$ cat src/rtl/lsu_pkg.sv
// Shared definitions for the load/store unit: RV32I funct3 codes, FSM states
// and lane-select helpers used by the load aligner and the fault check.
package lsu_pkg;

  localparam logic [2:0] F3_LB  = 3'b000;
  localparam logic [2:0] F3_LH  = 3'b001;
  localparam logic [2:0] F3_LW  = 3'b010;
  localparam logic [2:0] F3_LBU = 3'b100;
  localparam logic [2:0] F3_LHU = 3'b101;
  localparam logic [2:0] F3_SB  = 3'b000;
  localparam logic [2:0] F3_SH  = 3'b001;
  localparam logic [2:0] F3_SW  = 3'b010;

  typedef enum logic [2:0] {
    ST_IDLE   = 3'd0,
    ST_LOAD   = 3'd1,
    ST_RMW_RD = 3'd2,
    ST_RMW_WR = 3'd3,
    ST_RESP   = 3'd4
  } state_e;

  function automatic logic [7:0] byte_lane(input logic [31:0] w, input logic [1:0] off);
    return w[{off, 3'b000} +: 8];
  endfunction

  function automatic logic [15:0] half_lane(input logic [31:0] w, input logic sel);
    return w[{sel, 4'b0000} +: 16];
  endfunction

  // Width/sign codes that do not exist, plus natural-alignment violations.
  function automatic logic req_fault(input logic we, input logic [2:0] f3, input logic [1:0] a);
    logic bad;
    if (we) bad = (f3 > F3_SW);
    else    bad = (f3 == 3'b011) || (f3 == 3'b110) || (f3 == 3'b111);
    if ((f3[1:0] == 2'b01) && a[0])          bad = 1'b1;
    if ((f3[1:0] == 2'b10) && (a != 2'b00))  bad = 1'b1;
    return bad;
  endfunction

endpackage

$ cat src/rtl/load_store_unit_if.sv
// Request/response and memory-side bus of the load/store unit.
// Handshake: a request transfers on a rising edge where req_valid_i and
// req_ready_o are both high; resp_valid_o is a one-cycle pulse with no backpressure.
interface load_store_unit_if;
  logic        req_valid_i;
  logic        req_ready_o;
  logic        req_we_i;
  logic [2:0]  req_funct3_i;
  logic [31:0] req_addr_i;
  logic [31:0] req_wdata_i;
  logic        resp_valid_o;
  logic        resp_err_o;
  logic [31:0] resp_rdata_o;
  logic        mem_read_o;
  logic        mem_write_o;
  logic [31:0] mem_addr_o;
  logic [31:0] mem_wdata_o;
  logic [31:0] mem_rdata_i;

  modport slave (
    input  req_valid_i, req_we_i, req_funct3_i, req_addr_i, req_wdata_i, mem_rdata_i,
    output req_ready_o, resp_valid_o, resp_err_o, resp_rdata_o,
           mem_read_o, mem_write_o, mem_addr_o, mem_wdata_o
  );

  modport master (
    output req_valid_i, req_we_i, req_funct3_i, req_addr_i, req_wdata_i, mem_rdata_i,
    input  req_ready_o, resp_valid_o, resp_err_o, resp_rdata_o,
           mem_read_o, mem_write_o, mem_addr_o, mem_wdata_o
  );
endinterface

$ cat src/rtl/lsu_load_align.sv
// Combinational load aligner: picks the byte/half lane of a memory word and
// sign- or zero-extends it according to funct3.
module lsu_load_align
  import lsu_pkg::*;
(
  input  logic [31:0] word_i,
  input  logic [1:0]  off_i,
  input  logic [2:0]  funct3_i,
  output logic [31:0] data_o
);
  logic [7:0]  b;
  logic [15:0] h;

  always_comb begin
    b = byte_lane(word_i, off_i);
    h = half_lane(word_i, off_i[1]);
    case (funct3_i)
      F3_LB:   data_o = {{24{b[7]}}, b};
      F3_LBU:  data_o = {24'b0, b};
      F3_LH:   data_o = {{16{h[15]}}, h};
      F3_LHU:  data_o = {16'b0, h};
      default: data_o = word_i;
    endcase
  end
endmodule

$ cat src/rtl/load_store_unit.sv
// RV32I load/store unit in front of a word-addressed memory; sub-word stores use
// read-modify-write. Optional range check enabled by `define LSU_BOUNDS_CHECK_EN.
module load_store_unit
  import lsu_pkg::*;
#(
  parameter int DEPTH = 256
) (
  input  logic               clk,
  input  logic               rst,
  load_store_unit_if.slave   bus,
  output state_e             dbg_state_o
);
`ifdef LSU_BOUNDS_CHECK_EN
  localparam bit BOUNDS_EN = 1'b1;
`else
  localparam bit BOUNDS_EN = 1'b0;
`endif
  localparam logic [29:0] DEPTH_W = 30'(DEPTH);

  state_e      state_q;
  logic [2:0]  f3_q;
  logic [31:0] addr_q;
  logic [15:0] wdata_q;   // only the sub-word part is needed after accept
  logic        ready_q, resp_valid_q, err_q, rd_q, wr_q;
  logic [31:0] rdata_q, maddr_q, mwdata_q;

  logic        oob, fault;
  logic [31:0] load_data, merged;

  assign oob   = BOUNDS_EN && (bus.req_addr_i[31:2] >= DEPTH_W);
  assign fault = req_fault(bus.req_we_i, bus.req_funct3_i, bus.req_addr_i[1:0]) || oob;

  lsu_load_align u_align (
    .word_i   (bus.mem_rdata_i),
    .off_i    (addr_q[1:0]),
    .funct3_i (f3_q),
    .data_o   (load_data)
  );

  always_comb begin
    merged = bus.mem_rdata_i;
    if (f3_q == F3_SB) merged[{addr_q[1:0], 3'b000} +: 8]  = wdata_q[7:0];
    else               merged[{addr_q[1], 4'b0000} +: 16] = wdata_q;
  end

  always_ff @(posedge clk or posedge rst) begin
    if (rst) begin
      state_q      <= ST_IDLE;
      f3_q         <= 3'b0;
      addr_q       <= 32'b0;
      wdata_q      <= 16'b0;
      ready_q      <= 1'b1;
      resp_valid_q <= 1'b0;
      err_q        <= 1'b0;
      rdata_q      <= 32'b0;
      rd_q         <= 1'b0;
      wr_q         <= 1'b0;
      maddr_q      <= 32'b0;
      mwdata_q     <= 32'b0;
    end else begin
      case (state_q)
        ST_IDLE: if (bus.req_valid_i) begin
          f3_q    <= bus.req_funct3_i;
          addr_q  <= bus.req_addr_i;
          wdata_q <= bus.req_wdata_i[15:0];
          ready_q <= 1'b0;
          if (fault) begin
            state_q      <= ST_RESP;
            resp_valid_q <= 1'b1;
            err_q        <= 1'b1;
            rdata_q      <= 32'b0;
          end else if (!bus.req_we_i) begin
            state_q <= ST_LOAD;
            rd_q    <= 1'b1;
            maddr_q <= {bus.req_addr_i[31:2], 2'b00};
          end else if (bus.req_funct3_i == F3_SW) begin
            // A full word needs no read: write it straight away.
            state_q  <= ST_RMW_WR;
            wr_q     <= 1'b1;
            maddr_q  <= {bus.req_addr_i[31:2], 2'b00};
            mwdata_q <= bus.req_wdata_i;
          end else begin
            state_q <= ST_RMW_RD;
            rd_q    <= 1'b1;
            maddr_q <= {bus.req_addr_i[31:2], 2'b00};
          end
        end
        ST_LOAD: begin
          state_q      <= ST_RESP;
          rd_q         <= 1'b0;
          maddr_q      <= 32'b0;
          rdata_q      <= load_data;
          resp_valid_q <= 1'b1;
          err_q        <= 1'b0;
        end
        ST_RMW_RD: begin
          state_q  <= ST_RMW_WR;
          rd_q     <= 1'b0;
          wr_q     <= 1'b1;
          mwdata_q <= merged;
        end
        ST_RMW_WR: begin
          state_q      <= ST_RESP;
          wr_q         <= 1'b0;
          maddr_q      <= 32'b0;
          mwdata_q     <= 32'b0;
          rdata_q      <= 32'b0;
          resp_valid_q <= 1'b1;
          err_q        <= 1'b0;
        end
        ST_RESP: begin
          state_q      <= ST_IDLE;
          resp_valid_q <= 1'b0;
          err_q        <= 1'b0;
          ready_q      <= 1'b1;
        end
        default: begin
          state_q      <= ST_IDLE;
          ready_q      <= 1'b1;
          resp_valid_q <= 1'b0;
          err_q        <= 1'b0;
          rd_q         <= 1'b0;
          wr_q         <= 1'b0;
          maddr_q      <= 32'b0;
          mwdata_q     <= 32'b0;
        end
      endcase
    end
  end

  assign bus.req_ready_o  = ready_q;
  assign bus.resp_valid_o = resp_valid_q;
  assign bus.resp_err_o   = err_q;
  assign bus.resp_rdata_o = rdata_q;
  assign bus.mem_read_o   = rd_q;
  assign bus.mem_write_o  = wr_q;
  assign bus.mem_addr_o   = maddr_q;
  assign bus.mem_wdata_o  = mwdata_q;
  assign dbg_state_o      = state_q;

endmodule

$ cat src/flat_wrapper.sv
// flat-port wrapper written by rule: the top's interface ports become plain ports
module load_store_unit_flat import lsu_pkg::*;
#(
  parameter int DEPTH = 256
)
  (clk, rst, dbg_state_o, bus_req_valid_i, bus_req_we_i, bus_req_funct3_i, bus_req_addr_i, bus_req_wdata_i, bus_mem_rdata_i, bus_req_ready_o, bus_resp_valid_o, bus_resp_err_o, bus_resp_rdata_o, bus_mem_read_o, bus_mem_write_o, bus_mem_addr_o, bus_mem_wdata_o);
  load_store_unit_if bus_i ();
  input  logic clk;
  input  logic rst;
  output state_e dbg_state_o;
  input wire logic [$bits(bus_i.req_valid_i)-1:0] bus_req_valid_i;
  input wire logic [$bits(bus_i.req_we_i)-1:0] bus_req_we_i;
  input wire logic [$bits(bus_i.req_funct3_i)-1:0] bus_req_funct3_i;
  input wire logic [$bits(bus_i.req_addr_i)-1:0] bus_req_addr_i;
  input wire logic [$bits(bus_i.req_wdata_i)-1:0] bus_req_wdata_i;
  input wire logic [$bits(bus_i.mem_rdata_i)-1:0] bus_mem_rdata_i;
  output wire logic [$bits(bus_i.req_ready_o)-1:0] bus_req_ready_o;
  output wire logic [$bits(bus_i.resp_valid_o)-1:0] bus_resp_valid_o;
  output wire logic [$bits(bus_i.resp_err_o)-1:0] bus_resp_err_o;
  output wire logic [$bits(bus_i.resp_rdata_o)-1:0] bus_resp_rdata_o;
  output wire logic [$bits(bus_i.mem_read_o)-1:0] bus_mem_read_o;
  output wire logic [$bits(bus_i.mem_write_o)-1:0] bus_mem_write_o;
  output wire logic [$bits(bus_i.mem_addr_o)-1:0] bus_mem_addr_o;
  output wire logic [$bits(bus_i.mem_wdata_o)-1:0] bus_mem_wdata_o;
  assign bus_i.req_valid_i = bus_req_valid_i;
  assign bus_i.req_we_i = bus_req_we_i;
  assign bus_i.req_funct3_i = bus_req_funct3_i;
  assign bus_i.req_addr_i = bus_req_addr_i;
  assign bus_i.req_wdata_i = bus_req_wdata_i;
  assign bus_i.mem_rdata_i = bus_mem_rdata_i;
  assign bus_req_ready_o = bus_i.req_ready_o;
  assign bus_resp_valid_o = bus_i.resp_valid_o;
  assign bus_resp_err_o = bus_i.resp_err_o;
  assign bus_resp_rdata_o = bus_i.resp_rdata_o;
  assign bus_mem_read_o = bus_i.mem_read_o;
  assign bus_mem_write_o = bus_i.mem_write_o;
  assign bus_mem_addr_o = bus_i.mem_addr_o;
  assign bus_mem_wdata_o = bus_i.mem_wdata_o;
  load_store_unit #(.DEPTH(DEPTH)) u_core (.clk(clk), .rst(rst), .bus(bus_i), .dbg_state_o(dbg_state_o));
endmodule
$ cat config.mk
export PLATFORM = sky130hd
export DESIGN_NAME = load_store_unit_flat
export DESIGN_NICKNAME = d
export VERILOG_FILES = /design/src/rtl/lsu_pkg.sv /design/src/rtl/load_store_unit_if.sv /design/src/rtl/lsu_load_align.sv /design/src/rtl/load_store_unit.sv /design/src/flat_wrapper.sv
export SDC_FILE = /design/constraint.sdc
export NUM_CORES = 1
export LEC_CHECK = 0
export CORE_MARGIN = 5
export CORE_UTILIZATION = 45
export CTS_CLUSTER_DIAMETER = 100
export DETAILED_ROUTE_END_ITERATION = 7
export PLACE_DENSITY_LB_ADDON = 0.1
export SLEW_MARGIN = 20
export SYNTH_ARGS = -nofsm -noshare
export SYNTH_HDL_FRONTEND = slang
export SYNTH_SLANG_ARGS = --single-unit
$ cat constraint.sdc
create_clock -name clk -period 5.4 [get_ports clk]
set_input_delay 0.81 -clock clk [delete_from_list [all_inputs] [get_ports clk]]
set_output_delay 0.81 -clock clk [all_outputs]
set_load 0.005 [all_outputs]
## After elaboration in Yosys (flattened, before gate mapping)

Cells that the tools add are included.

| word-level totals | value |
|---|---|
| output and inout bits | 104 |
| latch bits | 0 |
| bits in writable memories | 0 |
| ROM bits | 0 |
| bits of input ports | 103 |
| word-level logic and storage cells | 104 |
| memories | 0 |
| flip-flop bits (word level) | 125 |

| cells by class | value |
|---|---|
| reduce and logical (&&, ||, !) cells | 20 |
| shift-type cells | 6 |
| multipliers | 0 |
| bitwise logic cells | 5 |
| $lt $le $gt $ge | 1 |
| multiplexer cells | 39 |
| div/mod/pow operators | 0 |
| add/sub/neg operators | 2 |
| equality and inequality tests | 19 |

Operator list:

| kind | number |
|---|---|
| $mux 32 | 9 |
| $pmux 32 s3 | 2 |
| $pmux 32 s4 | 1 |
| $bwmux 32 | 2 |
| $pmux 32 s2 | 1 |
| $shift 16x7->32 const A | 1 |
| $shift 8x7->32 const A | 1 |
| $shiftx 16x7->32 | 1 |
| $shiftx 32x6->16 | 1 |
| $shiftx 32x6->8 | 1 |
| $shiftx 8x7->32 | 1 |
| $eq 3x3->1 const B | 5 |
| $mux 1 | 15 |
| $neg 5->7 | 2 |
| $eq 3x2->1 const B | 4 |
| $mux 3 | 3 |
| $pmux 3 s3 | 1 |
| $reduce_and 3->1 | 3 |
| $reduce_or 2->1 | 4 |
| $eq 3x1->1 const B | 2 |
| $logic_not 3->1 | 2 |
| $ne 2x2->1 const B | 3 |
| $pmux 1 s2 | 3 |
| $pmux 1 s3 | 2 |
| 14 further kinds | 22 |

## Longest topological paths before layout

Gate-level depths: netlist of the first run.

| depth | value |
|---|---|
| word-level depth | 9 |
| gate-level depth with buffers | 8 |
| depth with buffers taken out | 6 |

## Hierarchy

From an unflattened synthesis of the first run, not the netlist that was laid out.

| second synthesis, totals | value |
|---|---|
| cell total of the unflattened synthesis | 543 |
| area total of the unflattened synthesis | 6256.0 um^2 |

Modules (own cells, without submodules):

| module | sequential area each (um^2) | area an instance (um^2) | instances | cells each |
|---|---|---|---|---|
| load_store_unit | 3079.2 | 5627.9 | 1 | 434 |
| lsu_load_align | 0.0 | 628.1 | 1 | 109 |

## Worst setup path before layout of the first run

No wires, ideal clock.

| path | value |
|---|---|
| kind | flip-flop to flip-flop |
| from | reg u_core.addr_q[0] |
| to | reg u_core.mwdata_q[16], in the netlist u_core.bus.mem_wdata_o[16] |
| data arrival time | 2.256 ns |
| setup time | 0.067 ns |
| stages on the path, launching flop included | 9 |
| clock period less this slack | 2.324 ns |
| setup slack | 3.076 ns |
| cell sequence | dfrtp_1 > buf_1 > inv_1 > ha_1 > or4b_4 > buf_6 > o41a_4 > o2111ai_1 > o2111a_1 |

| on the way | value |
|---|---|
| word-level cells in the longest chain between the ends | 5 |
| elaborated cells between the ends (all ways) | 6 |
| classes of those cells | add/sub: 1; shift: 2; mux: 3 |

RTL lines:

| element | RTL line | text |
|---|---|---|
| from (decl) | load_store_unit.sv:22 | `logic [31:0] addr_q;` |
| from (signal assigned) | load_store_unit.sv:64 | `addr_q <= bus.req_addr_i;` |
| $neg 5->7 * | load_store_unit.sv:42 | `if (f3_q == F3_SB) merged[{addr_q[1:0], 3'b000} +: 8] = wdata_q[7:0];` |
| $shiftx 8x7->32 or $shift 8x7->32 (tied branches) | load_store_unit.sv:42 |  |
| $bwmux 32 * | load_store_unit.sv:42 |  |
| $mux 32 * | load_store_unit.sv:42 |  |
| $pmux 32 s3 * | load_store_unit.sv:61 | `case (state_q)` |
| to (signal assigned) | load_store_unit.sv:81 | `mwdata_q <= bus.req_wdata_i;` |
| to (signal assigned) | load_store_unit.sv:100 | `mwdata_q <= merged;` |
| to (decl) | load_store_unit.sv:25 | `logic [31:0] rdata_q, maddr_q, mwdata_q;` |

Every way passes the cells marked *; elsewhere a longest branch is shown, timed or not.
A chain may end at the register's enable or synchronous reset.

## Worst setup path in the final report of the first run

| path | value |
|---|---|
| from | reg u_core.f3_q[1] |
| to | reg u_core.mwdata_q[0], in the netlist u_core.bus.mem_wdata_o[0] |

| on the way | value |
|---|---|
| word-level cells in the longest chain between the ends | 3 |

RTL lines:

| element | RTL line | text |
|---|---|---|
| from (decl) | load_store_unit.sv:21 | `logic [2:0] f3_q;` |
| from (signal assigned) | load_store_unit.sv:63 | `f3_q <= bus.req_funct3_i;` |
| $logic_not 3->1 | load_store_unit.sv:42 |  |
| $mux 32 | load_store_unit.sv:42 |  |
| $pmux 32 s3 | load_store_unit.sv:61 |  |

No other way between the ends.

==> key figures, run 1 <==
Synthesis
  – Ys flop type: dfrtp_1
  – Top cell type by total area after synthesis: dfrtp_1
  – Leading cell types by count after synthesis: dfrtp_1, nand2_1, clkbuf_1
  – Post-synth cell types: 58
  – Sequential cell area fraction in the yosys report: 0.4769
  – Count leader, synth: dfrtp_1
  – Cell area after synthesis: 6456 sq um
  – Warning count from the yosys run: 0
  – EDFF count, synth: 0
  – Syn Inst Count: 612
  – Top-area cell type share of the netlist area: 0.4729
  – Async SR Flop Fraction: 1.000
  – Synth top area cells: dfrtp_1, a221o_1, a22o_1, mux2_2, a32oi_1
  – Syn Area/Cell: 10.55 sq um
  – #FFs+latches synth: 123

Global routing
  – Maximum number of pins on one net before global-route repair: 91
  – Number of global-route vias before repair: 6041
  – Total GRT Usage: 0.2535
  – Initial antenna violation count: 0
  – Global route overflow: 0
  – First-pass GRT wire length: 33.10 mm

Power
  – Sequential power share: 0.314
  – Internal power: 3.319 mW
  – Worst vdd ir: 0.3437 mV
  – Power density cells: 590.6 nW/um^2
  – Part of the power in the clock network: 0.209
  – Share of total power in combinational logic: 0.477
  – Switching share of power: 0.3889
  – P_leak: 3.837 nW
  – Tot Pwr: 5.431 mW
  – Switching power: 2.112 mW

Worst setup path
  – Startpoint Class: flop
  – Worst-path fanout max: 29
  – Arr. time, crit path: 3.31 ns
  – Required time of the critical path: 5.70 ns
  – Worst setup EP type: flop
  – Flop2flop setup slack: 2.39 ns
  – Crit Path Class: flop to flop

Clocking
  – CTS resizes: 0
  – Clock-pin slew on the worst setup and hold paths: 0.06 ns
  – CTS tree: done
  – # Post-CTS Setup Buffers: 0
  – # hold bufs at CTS: 0
  – CTS buffer count: 17
  – H-tree Lvls: 4
  – Max clock buf depth: 2
  – Clk Tree Root Cell: clkbuf_16
  – Worst skew pair latency: 0.42 ns
  – Clock sinks: 123

STA
  – F_max: 332.5 MHz
  – RSZ-0062 raised after global routing: no
  – Setup TNS: 0 ns
  – Fin. max-slew vios: 0
  – Max_slew headroom: 0.2447
  – Final min period: 3.007 ns
  – Hold Violations, Final: 0
  – Least-Margin Pin Slew: 1.127 ns
  – Final period util: 0.5569
  – Worst clock skew: 0.005979 ns
  – Endpoints failing setup: 0

Run
  – Max-cap violations: 0

Layout
  – Share of cells above drive strength 1: 0.1025
  – Area grow syn2layout: 42.42%
  – Number of diodes: 0
  – Fillers: 1107
  – Final nets: 895

Placed design
  – Port Buffers: 204
  – RePlAce Congestion: 0.8746
  – DPL Wire Length: 15.58 mm

Die
  – IO Count: 207
  – Die area: 16840 sq um
  – Core Region: 13990 sq um
  – Die width: 129.8 um
  – Initial Util: 0.4615
  – Die height: 129.8 um
  – Row count: 43

Detailed routing
  – Via/cell ratio: 6.151
  – Drt first-iter violations: 727
  – Vias: 6028
  – Final WL: 21.47 mm
  – DRC Markers: 0
  – Post-DRT Antenna Nets: 0
  – TritonRoute pass-1 iters: 5
  – Wire per inst: 21.91 um

Status
  – Status: finished, final reports clean

Min path
  – Hold Path Class: flop to flop
==> flip-flops by register name, summed over array words and instances (netlist names), 2 cells and up <==
name,count
u_core.bus.mem_wdata_o,32
u_core.bus.resp_rdata_o,32
u_core.bus.mem_addr_o,30
u_core.wdata_q,16
u_core.dbg_state_o,3
u_core.f3_q,3
u_core.addr_q,2
==> final timing paths <==
check / from / endpoint / cells after the start
setup reg to reg: u_core.f3_q[1] / u_core.bus.mem_wdata_o[0] / 4
hold reg to reg: u_core.bus.resp_rdata_o[9] / u_core.bus.resp_rdata_o[9] / 1
min in group asynchronous: rst / u_core.bus.mem_addr_o[20] / 2
max in group asynchronous: rst / u_core.bus.resp_rdata_o[4] / 3
hold / removal: u_core.bus.resp_rdata_o[9] / u_core.bus.resp_rdata_o[9] / 1
setup / recovery: u_core.f3_q[1] / u_core.bus.mem_wdata_o[0] / 4
==> layout by cell type (no fill, tap or decap), types with 3 or more instances in the layout <==
cell,count
clkdlybuf4s50_1,204
dfrtp_1,122
nand2_1,46
a21oi_1,35
inv_1,34
a22o_1,30
a221o_1,28
nor2_1,22
a32oi_1,22
mux2_2,21
o21ai_0,18
o221ai_1,17
clkbuf_16,17
nand2b_1,10
a32o_1,10
a31oi_1,10
a221oi_1,9
a21o_1,9
o211ai_1,9
mux2i_1,9
buf_4,9
a21boi_0,8
o2111ai_1,8
a211oi_1,8
o2111a_1,8
nor3_1,7
ha_1,5
clkinv_4,5
mux4_2,4
o22ai_1,4
nor3_2,4
clkinvlp_4,3
==> power by group through the flow <==
stage / Clock, mW / Sequential [mW] / Combinational (mW)
final: 1.14 / 1.71 / 2.59
after global routing: 1.19 / 1.76 / 2.81
after CTS: 1.15 / 1.70 / 2.57
after detailed placement: 0 / 1.70 / 2.55
after global placement: 0 / 1.70 / 2.50
after floorplan: 0 / 1.56 / 1.55
==> area by class of cell <==
cell class              instances  area [sq um]  area share
flip-flops and latches        123          3079      0.3349
clock buffers                  19         442.9     0.04817
clock inverters                13         145.1     0.01578
repair buffers                214          2121      0.2306
multi-input cells             396          3045      0.3312
inverters                      35         136.4     0.01483
well taps                     180         225.2     0.02449
==> per-layer routing <==
layer | GRT usage | up-vias | part of all wire
met2 | 0.3837 | 316 | 0.45
li1 | - | 2737 | -
met4 | 0.09902 | 0 | 0.032
met1 | 0.3407 | 2927 | 0.41
met5 | 0 | - | 0
met3 | 0.08187 | 48 | 0.10
==> cells by family (layout without fill, tap and decap cells) <==
logic type / count (synthesis) / count (layout) / share of synthesized area
AO/OA/AOI/OAI: 248 / 248 / 0.3076
flip-flops: 123 / 123 / 0.4769
AND/OR/NAND/NOR: 107 / 107 / 0.08082
buffers and inverters: 94 / 281 / 0.05988
multiplexers: 34 / 34 / 0.06454
adder cells (fa/ha/maj): 5 / 5 / 0.009690
other: 1 / 2 / 0.0005808
==> critical path, stage by stage (launching register included) <==
cell	delay, ns
dfrtp_1	0.75
nor3_2	1.06
o32ai_2	0.37
a32o_1	0.32
a221o_1	0.37
==> metrics by stage <==
step                      area [sq um]  worst slack, ns    util  std cells  hold WS, ns
after floorplan                   6460            1.321       -        613       0.4726
after global placement            8577            2.074  0.6131        947       0.4628
after detailed placement          8577            2.025  0.6131        947       0.4667
after CTS                         9165            2.447  0.6552        979       0.4800
after global routing              9195            2.207  0.6573        980       0.4922
final                             9195            2.393  0.6573        980       0.4739
(Power assumes the default switching activity.)
==> inputs of run 2 (changes only) <==
==> constraint.sdc (replaced) <==
create_clock -name clk -period 2.8 [get_ports clk]
set_input_delay 0.42 -clock clk [delete_from_list [all_inputs] [get_ports clk]]
set_output_delay 0.42 -clock clk [all_outputs]
set_load 0.005 [all_outputs]
==> key figures, run 2 (synthesized netlist as in run 1, its figures left out) <==
Die
  – Row count: 43
  – Initial Util: 0.4615
  – IO Count: 207
  – Die width: 129.8 um
  – Core Region: 13990 sq um
  – Die area: 16840 sq um
  – Die height: 129.8 um

Worst setup path
  – Worst setup EP type: flop
  – Crit-path leading delay family: compound AO/OA/AOI/OAI gates
  – CP Cell Sequence: buf_4, ha_1, nand4bb_1, o221ai_1, a32oi_1, a21oi_1
  – Critical path's slowest cell: ha_1
  – Crit Path Class: flop to flop
  – Flop2flop setup slack: 0.34 ns
  – Startpoint Class: flop
  – Setup crit start: u_core.addr_q[1]
  – Reg2reg start: u_core.addr_q[1]
  – Worst-path fanout max: 34
  – Arr. time, crit path: 2.79 ns
  – Slowest stage delay, CP: 0.47 ns
  – CP bufs+invs: 1
  – Required time of the critical path: 3.13 ns

Power
  – Share of total power in combinational logic: 0.500
  – Switching share of power: 0.3751
  – Internal power: 6.773 mW
  – Part of the power in the clock network: 0.215
  – Switching power: 4.066 mW
  – Worst vdd ir: 0.5951 mV
  – Power density cells: 1155 nW/um^2
  – P_leak: 3.965 nW
  – Sequential power share: 0.285

STA
  – Hold Violations, Final: 0
  – Max_slew headroom: 0.4928
  – Final min period: 2.460 ns
  – Least-Margin Pin Slew: 0.7608 ns
  – Worst clock skew: 0.006055 ns
  – F_max: 406.4 MHz
  – Setup TNS: 0 ns
  – Hold Slack: 0.4712 ns
  – Final period util: 0.8787
  – Final setup margin: 0.3396 ns
  – RSZ-0062 raised after global routing: no
  – Endpoints failing setup: 0
  – Fin. max-slew vios: 0

Placed design
  – Placed cells: 968
  – DP Worst Slack: -0.1087 ns
  – Port Buffers: 204
  – RePlAce Congestion: 0.8812
  – DPL Wire Length: 16.01 mm

Detailed routing
  – Post-DRT Antenna Nets: 0
  – Final WL: 22.03 mm
  – Top sig layer: met4
  – Via/cell ratio: 6.185
  – Drt first-iter violations: 577
  – Wire per inst: 22.05 um
  – Metal-1 WL: 9.290 mm
  – DRC Markers: 0
  – Vias: 6179
  – TritonRoute pass-1 iters: 5
  – Metal3 WL: 2.090 mm
  – Met2 wire len: 10.01 mm

Clocking
  – Max clock buf depth: 2
  – Worst skew pair latency: 0.42 ns
  – # hold bufs at CTS: 0
  – Clock-pin slew on the worst setup and hold paths: 0.06 ns
  – # Post-CTS Setup Buffers: 0
  – CTS tree: done
  – H-tree Lvls: 4
  – Clock sinks: 123
  – Clk Tree Root Cell: clkbuf_16
  – CTS resizes: 0
  – CTS buffer count: 17

Global routing
  – Maximum number of pins on one net before global-route repair: 124
  – Number of global-route vias before repair: 6182
  – Initial antenna violation count: 0
  – Global route overflow: 0
  – Total GRT Usage: 0.2638
  – First-pass GRT wire length: 34.56 mm

Layout
  – Multi-input gate area: 3040 sq um
  – Finished Layout Cells: 999
  – Area grow syn2layout: 45.41%
  – Final nets: 916
  – Number of diodes: 0
  – Share of cells above drive strength 1: 0.1209
  – FF/Latch Area: 3079 sq um
  – Most frequent cells in the layout: clkdlybuf4s50_1, dfrtp_1, nand2_1, a21oi_1, inv_1
  – Final Util: 0.6711
  – Fillers: 1082
  – Most common cell after layout, fill and taps aside: clkdlybuf4s50_1

Run
  – Max-cap violations: 0

Min path
  – Hold Path Class: input pin to asynchronous set/reset pin

Status
  – Status: finished, final reports clean
## run 2: layout make-up
cell class              instances  share of cell area
inverters                      35             0.01439
clock buffers                  23             0.05091
repair buffers                235              0.2440
clock inverters                 7             0.01479
well taps                     180             0.02399
multi-input cells             396              0.3239
flip-flops and latches        123              0.3280
## run 2: routing by layer
metal | up-vias | track usage
met5 | - | 0
met4 | 0 | 0.1137
li1 | 2775 | -
met1 | 3018 | 0.3631
met2 | 344 | 0.3967
met3 | 42 | 0.06754
## run 2: metrics by stage
step / power, mW / instance area, sq um
6_report: 10.84 / 9388
3_3_place_gp: 8.309 / 8748
5_1_grt: 11.51 / 9388
4_1_cts: 10.81 / 9365
3_5_place_dp: 8.427 / 8748
2_1_floorplan: 5.991 / 6464
## run 2: final timing paths
check / cells past startpoint / to
max: 6 / u_core.bus.mem_wdata_o[25]
min: 3 / u_core.bus.mem_addr_o[8]
max reg2reg: 6 / u_core.bus.mem_wdata_o[25]
min reg2reg: 1 / u_core.bus.resp_rdata_o[14]
max in group asynchronous: 3 / u_core.bus.resp_rdata_o[13]
min in group clk: 1 / u_core.bus.resp_rdata_o[14]
## run 2: tightest hold or removal path, delay by kind of cell
kind	cells	cell delay, ns
buffers and inverters	3	0.95
## run 2: power by group through the flow
stage | Combinational [mW] | Sequential, mW | Clock (mW)
global placement | 5.24 | 3.07 | 0
floorplan | 2.98 | 3.01 | 0
global route | 5.89 | 3.18 | 2.44
detailed placement | 5.35 | 3.08 | 0
CTS | 5.38 | 3.08 | 2.35
finish | 5.42 | 3.09 | 2.33
